<file path="src/rtl/lsu_pkg.sv">
// Shared encodings for the load/store unit: access sizes, FSM states and byte-enable patterns.
package lsu_pkg;

  localparam logic [1:0] SZ_BYTE = 2'b00;
  localparam logic [1:0] SZ_HALF = 2'b01;
  localparam logic [1:0] SZ_WORD = 2'b10;

  localparam logic [3:0] BE_NONE    = 4'b0000;
  localparam logic [3:0] BE_BYTE    = 4'b0001;
  localparam logic [3:0] BE_HALF_LO = 4'b0011;
  localparam logic [3:0] BE_HALF_HI = 4'b1100;
  localparam logic [3:0] BE_WORD    = 4'b1111;

  typedef enum logic [1:0] {
    IDLE = 2'd0,
    REQ  = 2'd1,
    RESP = 2'd2,
    ERR  = 2'd3
  } lsu_state_e;

  // Little-endian lane enables for an aligned access of the given size.
  function automatic logic [3:0] lane_be(input logic [1:0] sz, input logic [1:0] lane);
    case (sz)
      SZ_BYTE: lane_be = BE_BYTE << lane;
      SZ_HALF: lane_be = lane[1] ? BE_HALF_HI : BE_HALF_LO;
      SZ_WORD: lane_be = BE_WORD;
      default: lane_be = BE_NONE;
    endcase
  endfunction

endpackage

</file>
<file path="src/rtl/load_align.sv">
// Combinational load alignment: picks the addressed lane(s) out of a memory word and extends them.
module load_align
  import lsu_pkg::*;
#(
  parameter int DATA_W = 32
) (
  input  logic [DATA_W-1:0] rdata,
  input  logic [1:0]        lane,
  input  logic [1:0]        size,
  input  logic              unsigned_ld,
  output logic [DATA_W-1:0] data
);

  logic [DATA_W-1:0] shifted;

  always_comb begin
    shifted = rdata >> {lane, 3'b000};
    case (size)
      SZ_BYTE: data = {{(DATA_W-8){~unsigned_ld & shifted[7]}}, shifted[7:0]};
      SZ_HALF: data = {{(DATA_W-16){~unsigned_ld & shifted[15]}}, shifted[15:0]};
      default: data = rdata;
    endcase
  end

endmodule

</file>
<file path="src/rtl/load_store_unit.sv">
// Memory stage: registers an ALU-addressed load/store, drives the dmem handshake and returns extended
// load data. Define LSU_TIMEOUT_EN to abort requests that see no dmem_ack within TIMEOUT_CYCLES.
module load_store_unit
  import lsu_pkg::*;
#(
  parameter int ADDR_W = 32,
  parameter int DATA_W = 32
`ifdef LSU_TIMEOUT_EN
  , parameter int TIMEOUT_CYCLES = 255
`endif
) (
  input  logic              clk,
  input  logic              reset,
  input  logic              req_valid,
  output logic              req_ready,
  input  logic              mem_read,
  input  logic              mem_write,
  input  logic [1:0]        size,
  input  logic              unsigned_ld,
  input  logic [ADDR_W-1:0] alu_result,
  input  logic [DATA_W-1:0] store_data,
  output logic              dmem_req,
  output logic              dmem_we,
  output logic [ADDR_W-1:0] dmem_addr,
  output logic [DATA_W-1:0] dmem_wdata,
  output logic [3:0]        dmem_be,
  input  logic              dmem_ack,
  input  logic [DATA_W-1:0] dmem_rdata,
  output logic              wb_valid,
  output logic [DATA_W-1:0] wb_data,
  output logic              lsu_error,
  output logic              busy,
  output lsu_state_e        state_dbg
);

  // Handshake: an op is accepted on a rising edge where req_valid && req_ready; dmem_req stays high
  // with every dmem_* field stable until the edge on which dmem_ack is seen.

  lsu_state_e        state_q, state_d;
  logic [ADDR_W-1:0] addr_q, addr_d;
  logic              we_q, we_d;
  logic [1:0]        size_q, size_d;
  logic              uns_q, uns_d;
  logic [DATA_W-1:0] wdata_q, wdata_d;
  logic [3:0]        be_q, be_d;
  logic [DATA_W-1:0] wb_data_q, wb_data_d;
  logic [DATA_W-1:0] load_data;
  logic [DATA_W-1:0] steered;
  logic              illegal;

`ifdef LSU_TIMEOUT_EN
  logic [7:0] tmo_cnt_q, tmo_cnt_d;
`endif

  load_align #(.DATA_W(DATA_W)) u_load_align (
    .rdata       (dmem_rdata),
    .lane        (addr_q[1:0]),
    .size        (size_q),
    .unsigned_ld (uns_q),
    .data        (load_data)
  );

  always_comb begin
    illegal = (size == 2'b11) || (mem_read && mem_write) ||
              ((size == SZ_HALF) && alu_result[0]) ||
              ((size == SZ_WORD) && (alu_result[1:0] != 2'b00));
    case (size)
      SZ_BYTE: steered = {4{store_data[7:0]}};
      SZ_HALF: steered = {2{store_data[15:0]}};
      default: steered = store_data;
    endcase
  end

  always_comb begin
    state_d   = state_q;
    addr_d    = addr_q;
    we_d      = we_q;
    size_d    = size_q;
    uns_d     = uns_q;
    wdata_d   = wdata_q;
    be_d      = be_q;
    wb_data_d = wb_data_q;
`ifdef LSU_TIMEOUT_EN
    tmo_cnt_d = 8'd0;
`endif
    case (state_q)
      IDLE: begin
        // An accept with neither read nor write is a no-op, whatever its size or address.
        if (req_valid && (mem_read || mem_write)) begin
          if (illegal) begin
            state_d = ERR;
          end else begin
            state_d = REQ;
            addr_d  = alu_result;
            we_d    = mem_write;
            size_d  = size;
            uns_d   = unsigned_ld;
            wdata_d = steered;
            be_d    = lane_be(size, alu_result[1:0]);
          end
        end
      end
      REQ: begin
        if (dmem_ack) begin
          state_d = we_q ? IDLE : RESP;
          if (!we_q) wb_data_d = load_data;
        end
`ifdef LSU_TIMEOUT_EN
        else if (tmo_cnt_q == 8'(TIMEOUT_CYCLES - 1)) begin
          state_d = ERR;
        end else begin
          tmo_cnt_d = tmo_cnt_q + 8'd1;
        end
`endif
      end
      RESP:    state_d = IDLE;
      ERR:     state_d = IDLE;
      default: state_d = IDLE;
    endcase
  end

  always_ff @(posedge clk) begin
    if (reset) begin
      state_q   <= IDLE;
      addr_q    <= '0;
      we_q      <= 1'b0;
      size_q    <= SZ_BYTE;
      uns_q     <= 1'b0;
      wdata_q   <= '0;
      be_q      <= BE_NONE;
      wb_data_q <= '0;
`ifdef LSU_TIMEOUT_EN
      tmo_cnt_q <= 8'd0;
`endif
    end else begin
      state_q   <= state_d;
      addr_q    <= addr_d;
      we_q      <= we_d;
      size_q    <= size_d;
      uns_q     <= uns_d;
      wdata_q   <= wdata_d;
      be_q      <= be_d;
      wb_data_q <= wb_data_d;
`ifdef LSU_TIMEOUT_EN
      tmo_cnt_q <= tmo_cnt_d;
`endif
    end
  end

  assign req_ready  = (state_q == IDLE);
  assign busy       = ~req_ready;
  assign dmem_req   = (state_q == REQ);
  assign dmem_we    = dmem_req & we_q;
  assign dmem_addr  = {addr_q[ADDR_W-1:2], 2'b00};
  assign dmem_wdata = wdata_q;
  assign dmem_be    = be_q;
  assign wb_valid   = (state_q == RESP);
  assign wb_data    = wb_data_q;
  assign lsu_error  = (state_q == ERR);
  assign state_dbg  = state_q;

endmodule
</file>
<file path="config.mk">
export PLATFORM = sky130hd
export DESIGN_NAME = load_store_unit
export DESIGN_NICKNAME = d
export VERILOG_FILES = /design/src/rtl/lsu_pkg.sv /design/src/rtl/load_align.sv /design/src/rtl/load_store_unit.sv
export SDC_FILE = /design/constraint.sdc
export NUM_CORES = 1
export LEC_CHECK = 0
export BUFFER_PORTS_ARGS = -buffer_cell sky130_fd_sc_hd__buf_2
export CAP_MARGIN = 20
export CORE_MARGIN = 2
export CORE_UTILIZATION = 49
export DETAILED_ROUTE_END_ITERATION = 8
export PLACE_DENSITY = 0.81
export SETUP_SLACK_MARGIN = 0.15
export SYNTH_ARGS = -nofsm -noshare
export SYNTH_HDL_FRONTEND = slang
export SYNTH_SLANG_ARGS = --single-unit
</file>
<file path="constraint.sdc">
create_clock -name clk -period 2.1 [get_ports clk]
set_input_delay 0.105 -clock clk [delete_from_list [all_inputs] [get_ports clk]]
set_output_delay 0.105 -clock clk [all_outputs]
set_load 0.05 [all_outputs]
</file>
## Yosys cells after proc, flatten, opt, wreduce, memory -nomap -nowiden

Index checks and enable logic that the tools add are counted.

| storage, ports and cells | value |
|---|---|
| RAM bits | 0 |
| memories kept | 0 |
| word-level logic and storage cells | 51 |
| bits in read-only memories | 0 |
| flip-flop bits (word level) | 106 |
| latch bits | 0 |

| cells by class | value |
|---|---|
| mux-type cells | 9 |
| shifts and indexed selects | 2 |
| order comparisons | 0 |
| multipliers | 0 |
| $add $sub $neg | 0 |
| reduce and logical (&&, ||, !) cells | 16 |
| bitwise operators | 7 |
| div/mod/pow operators | 0 |
| equality and inequality tests | 9 |

Operator list:

| cell | count |
|---|---|
| $pmux 32 s2 | 2 |
| $shr 32x5->16 | 1 |
| $pmux 4 s3 | 1 |
| $eq 2x2->1 const B | 4 |
| $mux 2 | 4 |
| $eq 2x1->1 const B | 3 |
| $logic_not 2->1 | 3 |
| $pmux 2 s3 | 1 |
| $reduce_and 3->1 | 2 |
| $logic_and 1x1->1 | 4 |
| $logic_or 1x1->1 | 4 |
| $mux 4 | 1 |
| $ne 2x1->1 const B | 2 |
| $not 1->1 | 4 |
| $shl 1x2->4 const A | 1 |
| $and 1x1->1 | 3 |
| $reduce_and 2->1 | 1 |
| $reduce_bool 2->1 | 1 |
| $reduce_or 2->1 | 1 |

## Longest topological paths before layout

Gate-level depths: netlist (run 1).

| logic depth | value |
|---|---|
| word-level depth | 7 |
| gate-level depth with buffers | 7 |
| gate-level depth less buffers | 4 |

## By module

Synthesis (run 1) repeated with hierarchy kept, for this count alone.

| second synthesis, totals | value |
|---|---|
| cell total of the unflattened synthesis | 663 |
| area, all modules | 5088.6 um2 |

Modules (own cells, without submodules):

| module | sequential area each (um2) | cells an instance | times used | area an instance (um2) |
|---|---|---|---|---|
| load_store_unit | 2122.0 | 550 | 1 | 4347.9 |
| load_align | 0.0 | 113 | 1 | 740.7 |

## Worst setup path after synthesis (run 1)

Ideal clock, no wire load.

| path | value |
|---|---|
| kind | reg2reg |
| start | reg state_q[0] (netlist: state_dbg[0]) |
| end | reg be_q[2] (netlist: dmem_be[2]) |
| data arrival time | 2245 ps |
| setup time | 72 ps |
| slack | -217 ps |
| cell stages (with the launch flop) | 6 |
| cells stage by stage | dfxtp_1 nor2_1 nand3_1 nor2_1 buf_4 mux2i_1 |

| on the way | value |
|---|---|
| cells in the longest elaborated chain, start to end | 2 |

Ends and longest elaborated chain:

| element | line | source |
|---|---|---|
| start: declaration | load_store_unit.sv:39 | `lsu_state_e state_q, state_d;` |
| start signal: assignment | load_store_unit.sv:136 | `state_q <= state_d;` |
| $logic_not 2->1 | -- |  |
| net req_ready | load_store_unit.sv:15 | `output logic req_ready,` |
| $reduce_and 3->1 (no line) | -- |  |
| end signal: assignment | load_store_unit.sv:130 | `be_q <= BE_NONE;` |
| end signal: assignment | load_store_unit.sv:142 | `be_q <= be_d;` |
| end: declaration | load_store_unit.sv:45 | `logic [3:0] be_q, be_d;` |

The timed path passes the listed nets, and every way through them passes these cells.
A chain may end at the register's enable or synchronous reset.

## Worst setup path after layout (run 1)

| path | value |
|---|---|
| start | reg addr_q[1] |
| end | reg wb_data_q[30] (netlist: wb_data[30]) |

| on the way | value |
|---|---|
| cells in the longest elaborated chain, start to end | 3 |
| elaborated cells on any way between the ends | 4 |
| those cells by class | shift: 1; mux: 1; bitwise: 2 |

Ends and longest elaborated chain:

| element | line | source |
|---|---|---|
| start: declaration | load_store_unit.sv:40 | `logic [ADDR_W-1:0] addr_q, addr_d;` |
| start signal: assignment | load_store_unit.sv:137 | `addr_q <= addr_d;` |
| $shr 32x5->16 * | load_align.sv:17 | `shifted = rdata >> {lane, 3'b000};` |
| $and 1x1->1, on equally long branches | load_align.sv:20, load_align.sv:19 |  |
| $pmux 32 s2 * | load_align.sv:18 | `case (size)` |
| end signal: assignment | load_store_unit.sv:143 | `wb_data_q <= wb_data_d;` |
| end: declaration | load_store_unit.sv:46 | `logic [DATA_W-1:0] wb_data_q, wb_data_d;` |

Every way passes the cells marked *; elsewhere a longest branch is shown, timed or not.

==> reports/results.ini, run 1 <==
[outcome]
status = finished, final reports clean

[die]
die-area_um2 = 11500
initial_core_util_pct = 50.5
die_width_um = 107
fp-row-count = 37
coreArea_um2 = 10300
die-height_um = 107
io_pins = 213

[grt]
grt_pass1_wl_um = 25200
gr-total-overflow = 0
grt_use_total_pct = 27.3
grt_pass1_vias = 5094
grt_max_degree = 70
antenna_found_initial = 0

[clocking]
root_buffer = clkbuf_8
clock_latency_ps = 360
numCtsBuffers = 9
clkSinkCount = 106
cts_tree = built
htreeDepth = 3
cts_buffer_depth = 2
path_clk_slew_ps = 100

[critical_path]
cp_slowest_stage_delay_ps = 400
crit_chain = buf_4, mux2i_1, a211oi_2, a21oi_4, buf_12, a211oi_1
reg2regPathDepth = 6
cp-start-kind = flop
r2r_start = addr_q[1]
crit_required_ps = 2370
crit_type = reg -> reg
crit_arrival_ps = 1990
worstPathMaxFanout = 18
slowest_stage = dfxtp_1
regToRegSetupSlack_ps = 380
r2r_end = wb_data[30]
end_kind = flop
crit_start = addr_q[1]

[logic_synthesis]
yosys_warnings = 0
seq_area_frac_synth_pct = 40.7
ys_ff_latch = 106
synth_cell_types = 44
synth_top_area_share_pct = 40.7
netlist_instances = 623
avgSynthCellArea_um2 = 8.37
syn_area_um2 = 5220
yosysTopAreaCell = dfxtp_1
yosys-top-cells-area = dfxtp_1 41%, a21oi_1 7.4%, o21ai_0 6.9%

[hold_path]
whs_endpoint = wb_data[17]
hold_depth = 3
hp-class = in -> reg
hold_start = dmem_rdata[17]

[layout]
nets = 904
finalInstanceArea_um2 = 6670
syn_to_final_growth_pct = 27.8
antenna_cells = 0
fillers = 860
drive_above_1_share_pct = 33.1

[sta]
fmaxAchievable_ghz = 0.582
period_share_pct = 81.8
finalHoldViolCount = 0
worstMarginPinSlew_ps = 591
fin_setup_tns_ps = 0
relSlewSlack_pct = 60.4
skew_ps = 7.87
rsz0062_at_grt = false
drv_slew = 0
setup_viol = 0
layout_min_cycle_time_ps = 1720
layout_setup_ws_ps = 382

[place]
dpl-instance-area_um2 = 6100
port_buffers = 210
dp_hpwl_um = 11100
post-place-ws_ps = 222
gp_congestion = 0.904

[detailed_routing]
drc = 0
first_pass_iters = 6
drtAntennaViolNets = 0
vias = 5489
drtIter0Drc = 370
vias_per_cell = 5.84
wl_per_cell_um = 17.1
finalWirelength_um = 16000

[pwr]
p_clk_share_pct = 30.9
p_int_mw = 3.28
total_leakage_power_nw = 2.77
total_power_mw = 4.89
p_comb_share_pct = 24.7
p_sw_mw = 1.60
ir_drop_uv = 446
pwr-share-seq_pct = 44.3
p_sw_share_pct = 32.8
power_density_nw_per_um2 = 733

[job]
max_cap_violations = 0

==> final cells by class <==
cell class | instances | area [um2] | area share (%)
flip-flops and latches | 106 | 2130 | 31.9
inverters | 6 | 22.5 | 0.338
well taps | 136 | 170 | 2.55
clock buffers | 10 | 128 | 1.91
multi-input cells | 417 | 2550 | 38.2
clock inverters | 6 | 114 | 1.71
repair buffers | 259 | 1560 | 23.4
==> cells in the mapped netlist (all sizes together) <==
| cell type | instances |
|---|---|
| a2111oi | 1 |
| a211oi | 34 |
| a21boi | 1 |
| a21oi | 79 |
| a221o | 1 |
| a2bb2oi | 7 |
| a311oi | 8 |
| and2 | 2 |
| and2b | 1 |
| and3 | 1 |
| and3b | 2 |
| buf | 59 |
| clkbuf | 36 |
| conb | 1 |
| dfxtp | 106 |
| inv | 6 |
| mux2 | 1 |
| mux2i | 27 |
| mux4 | 1 |
| nand2 | 42 |
| nand2b | 5 |
| nand3 | 52 |
| nand3b | 8 |
| nand4bb | 1 |
| nor2 | 33 |
| nor2b | 2 |
| nor3 | 2 |
| nor3b | 1 |
| o2111ai | 2 |
| o211ai | 15 |
| o21a | 1 |
| o21ai | 72 |
| o221ai | 7 |
| o22a | 1 |
| o22ai | 1 |
| o311a | 1 |
| o31ai | 1 |
| or4 | 1 |
| xor2 | 1 |
==> cell usage in the layout, fill, tap and decap left out, types with 23 or more instances in the layout <==
cell           instances
nand3_1               52
o21ai_0               72
nor2_1                32
a21oi_1               77
dlygate4sd3_1         30
dfxtp_1              103
buf_2                209
mux2i_1               27
a211oi_1              23
nand2_1               42
==> cell families (layout without fill, tap and decap cells) <==
logic type,after synthesis,in the layout,synth area share [%]
flops,106,106,40.7
simple gates,153,153,13.9
xor+xnor,1,1,0.168
buf+inv,101,281,10.8
other cells,1,2,0.0719
compound gates,232,232,28.5
mux,29,29,5.90
==> worst max-delay path by stage <==
stage | endpoint | slack [ps]
finish | wb_data[30] | 380
global route | wb_data[12] | 260
CTS | wb_data[30] | 210
detailed placement | wb_data[22] | 220
global placement | wb_data[18] | 300
floorplan | wb_data[17] | 240
==> critical path, delay by kind of cell, from the launching register on <==
family / cells / cell delay, ps
AOI/OAI and AO/OA: 3 / 650
buffers and inverters: 2 / 450
DFF: 1 / 400
muxes: 1 / 130
==> per-layer routing <==
metal / vias to the layer above / wire length, um / GRT usage, %
li1: 2567 / - / -
met1: 2583 / 6270 / 33.0
met2: 308 / 8070 / 47.7
met3: 31 / 1380 / 6.20
met4: 0 / 310 / 9.09
met5: - / 0 / 0
==> what timing repair did <==
action	in CTS	in global routing
buffers inserted	0	1
hold buffers	30	0
gates resized for setup	0	1
endpoints found under the hold margin	30	0
setup endpoints to repair	0	12
==> power groups by stage <==
| stage | combinational (mW) | sequential (mW) | clock (mW) |
|---|---|---|---|
| after floorplan | 0.597 | 2.44 | 0 |
| after global placement | 1.13 | 2.20 | 0 |
| after detailed placement | 1.15 | 2.21 | 0 |
| after CTS | 1.20 | 2.17 | 1.55 |
| after global routing | 1.28 | 2.18 | 1.63 |
| final | 1.21 | 2.17 | 1.51 |
==> per-stage QoR <==
step	util [%]	hold slack (ps)	cells
4_1_cts	64.4	1.69	939
2_1_floorplan	-	253	624
3_5_place_dp	59.1	365	893
5_1_grt	64.6	7.24	940
3_3_place_gp	59.1	358	893
6_report	64.6	25.6	940
==> flip-flops by register name, indices dropped and copies added, names as in the netlist <==
register and flops:
state_dbg 2, size_q 2, we_q 1, addr_q 32, wb_data 32, dmem_be 4
dmem_wdata 32, uns_q 1
No activity file was read; power rests on OpenSTA's default activity.
==> inputs of run 2 (changes only) <==
Settings changed: ABC_AREA from default to 1, CORE_UTILIZATION 49 to 45, PLACE_DENSITY 0.81 to 0.78.
Clock period 2.1 ns to 1.5 ns, I/O delays scaled along.
==> reports/results.ini, run 2 <==
[outcome]
status = finished with violations
violations = setup timing

[critical_path]
worstPathMaxFanout = 13
slowest_stage = dfxtp_4
crit_arrival_ps = 1740
critical_path_buf_inv_count = 4
crit_required_ps = 1740
cp_slowest_stage_delay_ps = 360
reg2regPathDepth = 10
cp.depth = 10
r2r_end = addr_q[5]
crit_start = state_dbg[0]
regToRegSetupSlack_ps = -3
cp_top_family = simple AND/OR/NAND/NOR gates
r2r_start = state_dbg[0]
cp-start-kind = flop
cp-endpoint = addr_q[5]
crit_chain = nor2_4, inv_6, nor2_8, inv_4, nor2_4, buf_12, clkbuf_16, nand2_1, nand2_1, nor2_1
end_kind = flop
crit_type = reg -> reg

[detailed_routing]
vias_per_cell = 4.87
vias = 5937
drtIter0Drc = 420
drc = 0
finalWirelength_um = 16100
wl_per_cell_um = 13.2
drtAntennaViolNets = 0
first_pass_iters = 5

[layout]
drive_above_1_share_pct = 29.4
fillers = 1129
layout_commonest_cell = nand2_1
antenna_cells = 0
postLayoutCoreUtil_pct = 61.9
final_cell_mix = 221 x nand2_1, 207 x buf_2, 151 x nor2_1, 103 x dfxtp_1, 90 x inv_1
syn_to_final_growth_pct = 35.2
nets = 1171
finalInstanceArea_um2 = 7400

[die]
io_pins = 213
die-height_um = 114
coreArea_um2 = 12000
fp-row-count = 40
initial_core_util_pct = 45.8
die-area_um2 = 13100
die_width_um = 114

[logic_synthesis]
synth-async-reset-ratio_pct = 0
synth_common_cells = 232 x nand2_1, 152 x nor2_1, 106 x dfxtp_1
seq_area_frac_synth_pct = 38.8
yosys-top-cells-area = dfxtp_1 39%, nand2_1 16%, nor2_1 10%
netlist_instances = 873
synth_cell_types = 23
yosys_warnings = 0
ys_ff_latch = 106
synth_top_area_share_pct = 38.8
avgSynthCellArea_um2 = 6.27
synth_ff_type = dfxtp_1
syn_area_um2 = 5470
synth_edf_count = 0
synth.most_common_cell = nand2_1
yosysTopAreaCell = dfxtp_1

[pwr]
power_density_nw_per_um2 = 1060
total_power_mw = 7.82
ir_drop_uv = 600
total_leakage_power_nw = 3.96

[sta]
layout_setup_ws_ps = -2.59
finalHoldViolCount = 0
fin_hold_ws_ps = 10.1
rsz0062_at_grt = true
relSlewSlack_pct = 66.3
drv_slew = 0
layout_min_cycle_time_ps = 1500
setup_viol = 1
period_share_pct = 100
skew_ps = 8.60
fmaxAchievable_ghz = 0.666
worstMarginPinSlew_ps = 502

[hold_path]
hold_start = store_data[7]
hp-class = in -> reg

[clocking]
cts_buffer_depth = 2
clkSinkCount = 106
path_clk_slew_ps = 70
root_buffer = clkbuf_16
cts_tree = built
htreeDepth = 3
clock_latency_ps = 340
numCtsBuffers = 9

[grt]
grt_use_total_pct = 23.9
grt_pass1_wl_um = 25200
antenna_found_initial = 0
grt_pass1_vias = 5359
grt_max_degree = 36
gr-total-overflow = 0

[place]
gp_congestion = 0.906
port_buffers = 210
dpl-instance-area_um2 = 6580
dp_hpwl_um = 11200
post-place-ws_ps = 37.5

[job]
max_cap_violations = 0

==> run 2: cell count changes in the layout (fill, tap and decap cells not counted), sizes merged, moves of 27 or more <==
| cell | delta |
|---|---|
| a211oi | -34 |
| dlygate4sd3 | -27 |
| inv | +90 |
| mux2i | -27 |
| nand2 | +191 |
| nor2 | +125 |
==> run 2: worst min-delay path by stage <==
| stage | to | slack (ps) | cells past startpoint |
|---|---|---|---|
| final | dmem_wdata[7] | 10 | 3 |
| after global routing | dmem_wdata[4] | 20 | 3 |
| after CTS | dmem_wdata[7] | 5 | 3 |
| after detailed placement | we_q | 350 | 3 |
| after global placement | we_q | 350 | 3 |
| after floorplan | we_q | 210 | 2 |
==> run 2: final cells by class <==
type	count	area, um2	area share, %
clock buffers	11	243	3.28
multi-input cells	590	2610	35.2
clock inverters	5	61.3	0.828
well taps	147	184	2.48
repair buffers	261	1780	24.1
inverters	98	392	5.29
flip-flops and latches	106	2130	28.8
==> run 2: power breakdown <==
part | total (mW) | switching, mW | leakage [nW] | internal (mW)
sequential | 3.09 | 0.0950 | 0.865 | 3.00
clock | 2.41 | 1.06 | 0.150 | 1.35
combinational | 2.32 | 1.56 | 2.94 | 0.762
==> run 2: layer usage <==
layer,track usage (%),wire length [um],vias to the layer above
met2,38.9,7440,229
li1,-,-,3053
met3,4.61,1130,34
met1,30.9,7060,2621
met5,0,0,-
met4,10.1,463,0
==> run 2: worst register-to-register path, stage by stage (launching register included) <==
cell       delay, ps
dfxtp_4          360
nor2_4           150
inv_6             50
nor2_8            90
inv_4             50
nor2_4           170
buf_12           190
clkbuf_16        180
nand2_1           50
nand2_1           50
nor2_1            40
==> run 2: through the flow <==
step / TNS (ps) / std cells
4_1_cts: 0 / 1214
5_1_grt: -3210 / 1218
2_1_floorplan: -17600 / 874
3_5_place_dp: 0 / 1182
3_3_place_gp: 0 / 1182
6_report: -2.59 / 1218
==> run 2: repair_timing <==
| item | 4_1_cts | 5_1_grt |
|---|---|---|
| hold buffers | 3 | 0 |
| buffers inserted | 9 | 1 |
| cloned | 4 | 3 |
| pin swaps | 1 | 3 |
| endpoints found under the setup margin | 87 | 106 |
| hold endpoints to repair | 3 | 0 |
| gates resized for setup | 20 | 45 |
==> run 2: kinds of logic after synthesis <==
| family | synth area share (%) |
|---|---|
| other cells | 0.0685 |
| simple gates | 33.8 |
| buf+inv | 15.3 |
| flops | 38.8 |
| compound gates | 12.1 |
